--- src/rtl/tdm_sched_pkg.sv ---
// Shared types and the round-robin search helper for the TDM slot scheduler.
//   state_t : scheduler FSM states
//   pick_t  : result of a round-robin search {found, idx}
//   rr_pick : first set request at or after 'start' (mod n)
package tdm_sched_pkg;

  typedef enum logic {
    IDLE  = 1'b0,
    GRANT = 1'b1
  } state_t;

  localparam int unsigned MAX_REQ = 32;
  localparam int unsigned PICK_W  = $clog2(MAX_REQ);

  typedef struct packed {
    logic              found;
    logic [PICK_W-1:0] idx;
  } pick_t;

  // Circular search over the low n bits of req, beginning at index start mod n.
  function automatic pick_t rr_pick(input logic [MAX_REQ-1:0] req,
                                    input int unsigned        n,
                                    input int unsigned        start);
    pick_t             res;
    logic [PICK_W-1:0] k;
    res = '0;
    for (int unsigned i = 0; i < MAX_REQ; i++) begin
      if (i < n && !res.found) begin
        k = PICK_W'((start + i) % n);
        if (req[k]) begin
          res.found = 1'b1;
          res.idx   = k;
        end
      end
    end
    return res;
  endfunction

endpackage

--- src/rtl/slot_timer.sv ---
// Mod-N slot timer.
//   clk, reset_n : clock, synchronous active-low reset
//   clear        : synchronous clear to 0, wins over enable
//   enable       : advance the count by one (wraps N-1 -> 0)
//   count        : current count, 0..N-1 (registered)
//   tc           : terminal count, high when count == N-1
module slot_timer #(
  parameter int unsigned N = 10,
  parameter int unsigned W = $clog2(N)
) (
  input  logic         clk,
  input  logic         reset_n,
  input  logic         clear,
  input  logic         enable,
  output logic [W-1:0] count,
  output logic         tc
);

  logic [W-1:0] r_count;

  // Explicit wrap at N-1 keeps non-power-of-two lengths in range.
  always_ff @(posedge clk) begin
    if (!reset_n) begin
      r_count <= '0;
    end else if (clear) begin
      r_count <= '0;
    end else if (enable) begin
      r_count <= tc ? '0 : r_count + W'(1);
    end
  end

  assign count = r_count;
  assign tc    = (r_count == W'(N - 1));

endmodule

--- src/rtl/tdm_slot_scheduler.sv ---
// Time-division round-robin scheduler sharing one resource among NREQ agents.
//   clk, reset_n : clock, synchronous active-low reset
//   enable       : global advance; low freezes timer, grant and pointer
//   req          : level requests, held high while using the resource
//   gnt          : one-hot grant, registered (0 when idle)
//   gnt_id       : index of granted requester, registered (0 when idle)
//   gnt_vld      : any grant active, registered
//   slot_cnt     : cycles elapsed in the current slot
//   slot_end     : combinational pulse on the last active cycle of a grant
module tdm_slot_scheduler
  import tdm_sched_pkg::*;
#(
  parameter int unsigned NREQ     = 4,
  parameter int unsigned SLOT_LEN = 10,
  parameter int unsigned SW       = $clog2(SLOT_LEN),
  parameter int unsigned IW       = $clog2(NREQ)
) (
  input  logic            clk,
  input  logic            reset_n,
  input  logic            enable,
  input  logic [NREQ-1:0] req,
  output logic [NREQ-1:0] gnt,
  output logic [IW-1:0]   gnt_id,
  output logic            gnt_vld,
  output logic [SW-1:0]   slot_cnt,
  output logic            slot_end
);

  state_t          r_state, w_state_nxt;
  logic [NREQ-1:0] r_gnt, w_gnt_nxt;
  logic [IW-1:0]   r_gnt_id, w_gnt_id_nxt;
  logic            r_gnt_vld, w_gnt_vld_nxt;
  logic [IW-1:0]   r_ptr, w_ptr_nxt;

  logic            w_tc;
  logic            w_slot_end;
  logic            w_timer_clr;
  logic            w_timer_en;
  logic [IW-1:0]   w_search_base;
  pick_t           w_pick;
  logic            w_pick_ok;
  logic [IW-1:0]   w_pick_idx;

  slot_timer #(
    .N (SLOT_LEN),
    .W (SW)
  ) u_slot_timer (
    .clk     (clk),
    .reset_n (reset_n),
    .clear   (w_timer_clr),
    .enable  (w_timer_en),
    .count   (slot_cnt),
    .tc      (w_tc)
  );

  // State, grant and pointer registers.
  always_ff @(posedge clk) begin
    if (!reset_n) begin
      r_state   <= IDLE;
      r_gnt     <= '0;
      r_gnt_id  <= '0;
      r_gnt_vld <= 1'b0;
      r_ptr     <= IW'(NREQ - 1);
    end else begin
      r_state   <= w_state_nxt;
      r_gnt     <= w_gnt_nxt;
      r_gnt_id  <= w_gnt_id_nxt;
      r_gnt_vld <= w_gnt_vld_nxt;
      r_ptr     <= w_ptr_nxt;
    end
  end

  // Next-state, next-grant and timer control.
  always_comb begin
    w_state_nxt   = r_state;
    w_gnt_nxt     = r_gnt;
    w_gnt_id_nxt  = r_gnt_id;
    w_gnt_vld_nxt = r_gnt_vld;
    w_ptr_nxt     = r_ptr;

    // Slot ends on expiry or when the owner lets go; frozen while disabled.
    w_slot_end = (r_state == GRANT) && enable && (w_tc || !req[r_gnt_id]);

    // While granting, the search starts after the current owner, so a sole
    // requester whose slot expired wraps around and is picked again.
    w_search_base = (r_state == GRANT) ? r_gnt_id : r_ptr;
    w_pick        = rr_pick(MAX_REQ'(req), NREQ, 32'(w_search_base) + 32'd1);
    w_pick_ok     = w_pick.found && (w_pick.idx < PICK_W'(NREQ));
    w_pick_idx    = IW'(w_pick.idx);

    unique case (r_state)
      IDLE: begin
        if (enable && w_pick_ok) begin
          w_state_nxt   = GRANT;
          w_gnt_nxt     = NREQ'(1) << w_pick_idx;
          w_gnt_id_nxt  = w_pick_idx;
          w_gnt_vld_nxt = 1'b1;
        end
      end
      GRANT: begin
        if (w_slot_end) begin
          w_ptr_nxt = r_gnt_id;
          if (w_pick_ok) begin
            w_gnt_nxt    = NREQ'(1) << w_pick_idx;
            w_gnt_id_nxt = w_pick_idx;
          end else begin
            w_state_nxt   = IDLE;
            w_gnt_nxt     = '0;
            w_gnt_id_nxt  = '0;
            w_gnt_vld_nxt = 1'b0;
          end
        end
      end
      default: begin
        w_state_nxt = IDLE;
      end
    endcase

    // Timer sits at 0 in IDLE and restarts on every slot boundary.
    w_timer_clr = (r_state == IDLE) || w_slot_end;
    w_timer_en  = enable && (r_state == GRANT);
  end

  assign gnt      = r_gnt;
  assign gnt_id   = r_gnt_id;
  assign gnt_vld  = r_gnt_vld;
  assign slot_end = w_slot_end;

endmodule

--- config.mk ---
export PLATFORM = sky130hd
export DESIGN_NAME = tdm_slot_scheduler
export DESIGN_NICKNAME = d
export VERILOG_FILES = /design/src/rtl/tdm_sched_pkg.sv /design/src/rtl/slot_timer.sv /design/src/rtl/tdm_slot_scheduler.sv
export SDC_FILE = /design/constraint.sdc
export NUM_CORES = 1
export LEC_CHECK = 0
export CAP_MARGIN = 20
export CELL_PAD_IN_SITES_DETAIL_PLACEMENT = 1
export CELL_PAD_IN_SITES_GLOBAL_PLACEMENT = 2
export CORE_AREA = 5 5 61 63
export DETAILED_ROUTE_END_ITERATION = 16
export DIE_AREA = 0 0 66 68
export GPL_TIMING_DRIVEN = 0
export HOLD_SLACK_MARGIN = 0.08
export MAX_ROUTING_LAYER = met4
export PLACE_DENSITY_LB_ADDON = 0.1
export SETUP_SLACK_MARGIN = 0.15
export SKIP_CTS_REPAIR_TIMING = 1
export SLEW_MARGIN = 20
export SYNTH_ARGS = -nofsm -noshare
export SYNTH_HDL_FRONTEND = slang
export SYNTH_HIERARCHICAL = 1
export SYNTH_SLANG_ARGS = --single-unit
--- constraint.sdc ---
create_clock -name clk -period 2.29 [get_ports clk]
set_input_delay 0.229 -clock clk [delete_from_list [all_inputs] [get_ports clk]]
set_output_delay 0.229 -clock clk [all_outputs]
set_load 0.01 [all_outputs]
Yosys cells after proc, flatten, opt, wreduce, memory -nomap -nowiden
Cells that the tools add are included.
{"block": "word_totals", "regBits": 14, "input_bits": 7, "output_inout_bits": 12}
{"block": "op_classes", "n_addsub": 5, "order_cmp": 6, "eq_ne": 4, "n_shift": 1, "muxes": 35, "n_bitwise": 2, "reduce_logical": 11}
{"op": "two-way mux 6 bit", "count": 7}
{"op": "less-than comparator 2 x 6 -> 1 bit, second input constant", "count": 4}
{"op": "two-way mux 4 bit", "count": 4}
{"op": "two-way mux 1 bit", "count": 11}
{"op": "binary-select mux 1 bit (select 2 bit)", "count": 5}
{"op": "two-way mux 2 bit", "count": 4}
{"op": "one-hot mux 4 bit (2 select lines)", "count": 1}
{"op": "inequality test 2 bit, second input constant", "count": 3}
{"op": "less-than comparator 5 x 3 -> 1 bit, second input constant", "count": 1}
{"op": "adder 2 x 1 -> 2 bit, second input constant", "count": 2}
{"op": "adder 2 bit, second input constant", "count": 2}
{"op": "adder 4 x 1 -> 4 bit, second input constant", "count": 1}
{"op": "equality test 4 bit, second input constant", "count": 1}
{"op": "logical AND 1 bit", "count": 4}
{"op": "one-hot mux 1 bit (2 select lines)", "count": 2}
{"op": "one-hot mux 2 bit (2 select lines)", "count": 1}
{"op": "AND reduction 2 bit", "count": 2}
{"op": "left shift 1 x 2 -> 4 bit, first input constant", "count": 1}
{"op": "less-than comparator 2 x 3 -> 1 bit, second input constant", "count": 1}
{"op": "AND reduction 3 bit", "count": 1}
{"op": "logical OR 1 bit", "count": 2}
{"op": "inverter 1 bit", "count": 2}
{"op": "OR reduction 2 bit", "count": 1}
{"op": "zero test 1 bit", "count": 1}

Longest topological paths before layout
{"block": "depth", "word_depth": 16, "mapped_depth": 7, "mapped_depth_nobuf": 7}

Cells and area by module
The synthesis kept the hierarchy.
{"module": "tdm_slot_scheduler", "n_inst": 1, "cells_each": 72, "area_each_um2": 691.9, "seq_area_each_um2": 200.2}
{"module": "slot_timer", "n_inst": 1, "cells_each": 21, "area_each_um2": 190.2, "seq_area_each_um2": 80.1}

Least setup slack after synthesis
No wires, ideal clock.
{"block": "synth_timing", "kind": "reg2reg", "startpoint": "reg r_gnt_id[1], in the netlist gnt_id[1]", "endpoint": "reg u_slot_timer.r_count[0], in the netlist u_slot_timer/count[0]", "arrival_ps": 1618, "required_ps": 2172, "setup_slack_ps": 554, "path_stages_with_launch": 7, "n_path_buf": 1, "synth_period_minus_slack_ps": 1736, "cell_sequence": "dfxtp_1 > buf_2 > mux4_2 > a21boi_2 > or2b_1 > nand2b_1 > nor2_1"}
{"block": "synth_between", "elab_chain_len": 7}
{"item": "start: declaration", "line": "tdm_slot_scheduler.sv:31", "source": "logic [IW-1:0] r_gnt_id, w_gnt_id_nxt;"}
{"item": "start signal: assignment", "line": "tdm_slot_scheduler.sv:67", "source": "r_gnt_id <= w_gnt_id_nxt;"}
{"item": "binary-select mux 1 bit (select 2 bit)", "line": "tdm_slot_scheduler.sv:82", "source": "w_slot_end = (r_state == GRANT) && enable && (w_tc || !req[r_gnt_id]);"}
{"item": "two-way mux 1 bit (implied by the code)", "line": "tdm_slot_scheduler.sv:82"}
{"item": "zero test 1 bit", "line": "tdm_slot_scheduler.sv:82"}
{"item": "logical OR 1 bit", "line": "tdm_slot_scheduler.sv:82"}
{"item": "logical AND 1 bit", "line": "tdm_slot_scheduler.sv:82"}
{"item": "named net slot_end", "line": "tdm_slot_scheduler.sv:26", "source": "output logic slot_end"}
{"item": "logical OR 1 bit", "line": "tdm_slot_scheduler.sv:120", "source": "w_timer_clr = (r_state == IDLE) || w_slot_end;"}
{"item": "named net w_timer_clr", "line": "tdm_slot_scheduler.sv:37", "source": "logic w_timer_clr;"}
{"item": "OR reduction 2 bit (no source line)"}
{"item": "end signal: assignment", "line": "slot_timer.sv:28", "source": "r_count <= tc ? '0 : r_count + W'(1);"}
{"item": "end: declaration", "line": "slot_timer.sv:19", "source": "logic [W-1:0] r_count;"}
The timed path passes the listed nets, and every way through them passes these cells. The select of a mux whose other input is x is not followed.
A chain may end at the register's enable or synchronous reset.

Worst setup path after layout
{"block": "layout_timing", "startpoint": "reg r_gnt_id[1], in the netlist gnt_id[1]", "endpoint": "out slot_end"}
{"block": "layout_between", "elab_chain_len": 5}
{"item": "binary-select mux 1 bit (select 2 bit)", "line": "tdm_slot_scheduler.sv:82"}
{"item": "two-way mux 1 bit (implied by the code)", "line": "tdm_slot_scheduler.sv:82"}
{"item": "zero test 1 bit", "line": "tdm_slot_scheduler.sv:82"}
{"item": "logical OR 1 bit", "line": "tdm_slot_scheduler.sv:82"}
{"item": "logical AND 1 bit", "line": "tdm_slot_scheduler.sv:82"}
{"item": "end: declaration", "line": "tdm_slot_scheduler.sv:26"}
Every way passes these cells. The select of a mux whose other input is x is not followed.

==> results by group <==
Run status
  – Outcome: completed

Die
  – Num ports: 19
  – Die area: 4490 µm²
  – Core area: 3180 µm²
  – Row count: 21
  – Die X: 66 µm
  – Initial core utilization: 27.7%
  – Die Span Y: 68 µm

Route
  – ANT nets after route: 0
  – Iter 0 DRT Violations: 18
  – Final WL: 2220 µm
  – Vias: 790
  – Vias per inst: 5.00
  – Pre-Repair DR Iteration Count: 4
  – WL/cell: 14.1 µm
  – Residual DRC count: 0

Synthesis
  – Cell area after synthesis: 882 µm²
  – Yosys warns: 6
  – Synth Flop Type: dfxtp_1
  – Avg Synthesized Cell Area: 9.48 µm²
  – Synth Net Count: 100
  – Yosys cell types: 43
  – Yosys reg bits: 14
  – Async set-reset flop share out of synthesis: 0%
  – Most frequent cell after synthesis: dfxtp_1
  – Cells taking the most area after synthesis: dfxtp_1 32%, a32o_1 4.5%, mux2i_1 4.5%
  – Yosys top cell by area: dfxtp_1
  – Post-synthesis instance total: 93
  – EDFF count, synth: 0
  – Top cell type's share of synthesized area: 31.8%
  – Commonest cells in the netlist: 14 x dfxtp_1, 8 x nor2_1, 7 x o21ai_0, 5 x a21oi_1, 5 x nand2_1
  – Sequential-to-total area share from yosys stat: 31.8%

Layout
  – Fin nets: 121
  – Final cell count without fillers: 158
  – Layout filler cell count: 375
  – Area grow syn2layout: 27.5%
  – Antenna cells: 0
  – Layout cells sized above 1: 18.8%
  – Finished Core Util: 35.4%

STA
  – Relative slew slack: 74.9%
  – Post-layout min period: 1960 ps
  – Worst slew pin tran: 372 ps
  – Final Setup Violations: 0
  – Final hold vios: 0
  – Fmax: 509 MHz
  – RSZ-0062 raised after global routing: false
  – Final worst slack: 326 ps
  – Final Cycle Share: 85.8%
  – Worst clock skew: 8.88 ps
  – Slew Viols, Final: 0

Setup path
  – Crit end category: output pin
  – Critical path arrival: 1740 ps
  – Worst R2R Setup Slack: 450 ps
  – CP Class: register to output pin
  – CP required: 2060 ps
  – CP max FO: 8
  – Critical Path Start Type: register

Clock network
  – CTS sink cnt: 14
  – Clock buffer depth: 2
  – Total CTS buffers: 3
  – H-tree Lvls: 1
  – Root Driver: clkbuf_4
  – CTS clock-pin slew for the worst setup and hold paths: 90 ps
  – Worst-Skew Late Latency: 280 ps
  – CTS tree: yes

Placement
  – GP Congestion: 0.739
  – Dpl cells: 155
  – Port buffer count: 16
  – Pre-CTS setup slack: -32.3 ps
  – Detailed placer's ending HPWL: 1700 µm

Global routing
  – Largest net degree at the start of global routing: 11
  – Grt total ovfl: 0
  – Gr usage total: 12.0%
  – First-pass GRT wire length: 4000 µm
  – Initial antenna violation count: 0
  – Vias in the first global route: 806

Power
  – Max IR drop VDD: 169 µV
  – PD cells: 518 nW/µm²
  – P_leak: 0.000394 µW

Min path
  – HP Class: primary input to register

Flow run
  – Max Cap Violations: 0
routing by layer:
metal,up-vias,global-route usage [%],share of wire (%)
met5,-,-,0
met2,16,17.5,43
met3,4,2.46,2.8
li1,391,-,-
met1,379,16.6,53
met4,0,3.81,1.0
state kept, by name, indices dropped and copies added, names as in the netlist:
signal / flops
gnt_vld: 1
gnt_id: 2
gnt: 4
r_state: 1
r_ptr: 2
u_slot_timer/count: 4
critical path, cell delays in order (launching register included):
cell and delay, ps:
dfxtp_1 330, buf_2 190, mux4_2 520, a21boi_2 210
dlymetal6s2s_1 190
cells in the final DEF, fill, tap and decap left out, drive strengths merged, types with 3 or more instances in the layout:
master / count
nand3: 3
o21ai: 8
dfxtp: 14
mux2i: 5
a21oi: 6
nor2: 8
clkdlybuf4s50: 15
clkbuf: 3
nand2: 5
buf: 5
nor2b: 5
a32o: 4
per-stage QoR:
step | total power [µW] | hold slack [ps] | cell area (µm²) | setup TNS [ps]
6_report | 583 | 318 | 1120 | 0
3_5_place_dp | 451 | 453 | 1100 | -32.3
5_1_grt | 623 | 376 | 1120 | 0
4_1_cts | 595 | 308 | 1120 | -84.6
2_1_floorplan | 390 | 291 | 882 | 0
3_3_place_gp | 449 | 452 | 1100 | -45.6
power breakdown:
part           internal (µW)  switching [µW]  total, µW
clock network           60.9            78.5        139
registers                259            12.9        272
logic                   87.9            82.9        171
total                    408             174        583
worst paths after layout:
| kind | to | depth (start not counted) | from |
|---|---|---|---|
| worst max-delay path | slot_end | 4 | gnt_id[1] |
| worst min register to register | gnt[1] | 1 | gnt[1] |
| worst min-delay path | r_state | 3 | req[1] |
| worst max register to register | gnt[3] | 6 | u_slot_timer/count[3] |
layout make-up:
cell class                      instances  area, µm²  area share (%)
Multi-Input combinational cell         73        554            49.3
Sequential cell                        14        280            24.9
Timing Repair Buffer                   16        163            14.5
Tap cell                               46       57.6            5.12
Buffer                                  5       43.8            3.89
Clock buffer                            3       22.5            2.00
Inverter                                1       3.75           0.334
kinds of logic (layout without fill, tap and decap cells):
kind of cell,Yosys count,count (layout),share of synthesized area [%]
xor+xnor,2,2,1.99
simple gates,35,35,24.7
flops,14,14,31.8
buf+inv,6,25,5.39
compound gates,29,29,24.8
mux,7,7,11.3
No activity file was read; power rests on OpenSTA's default activity.
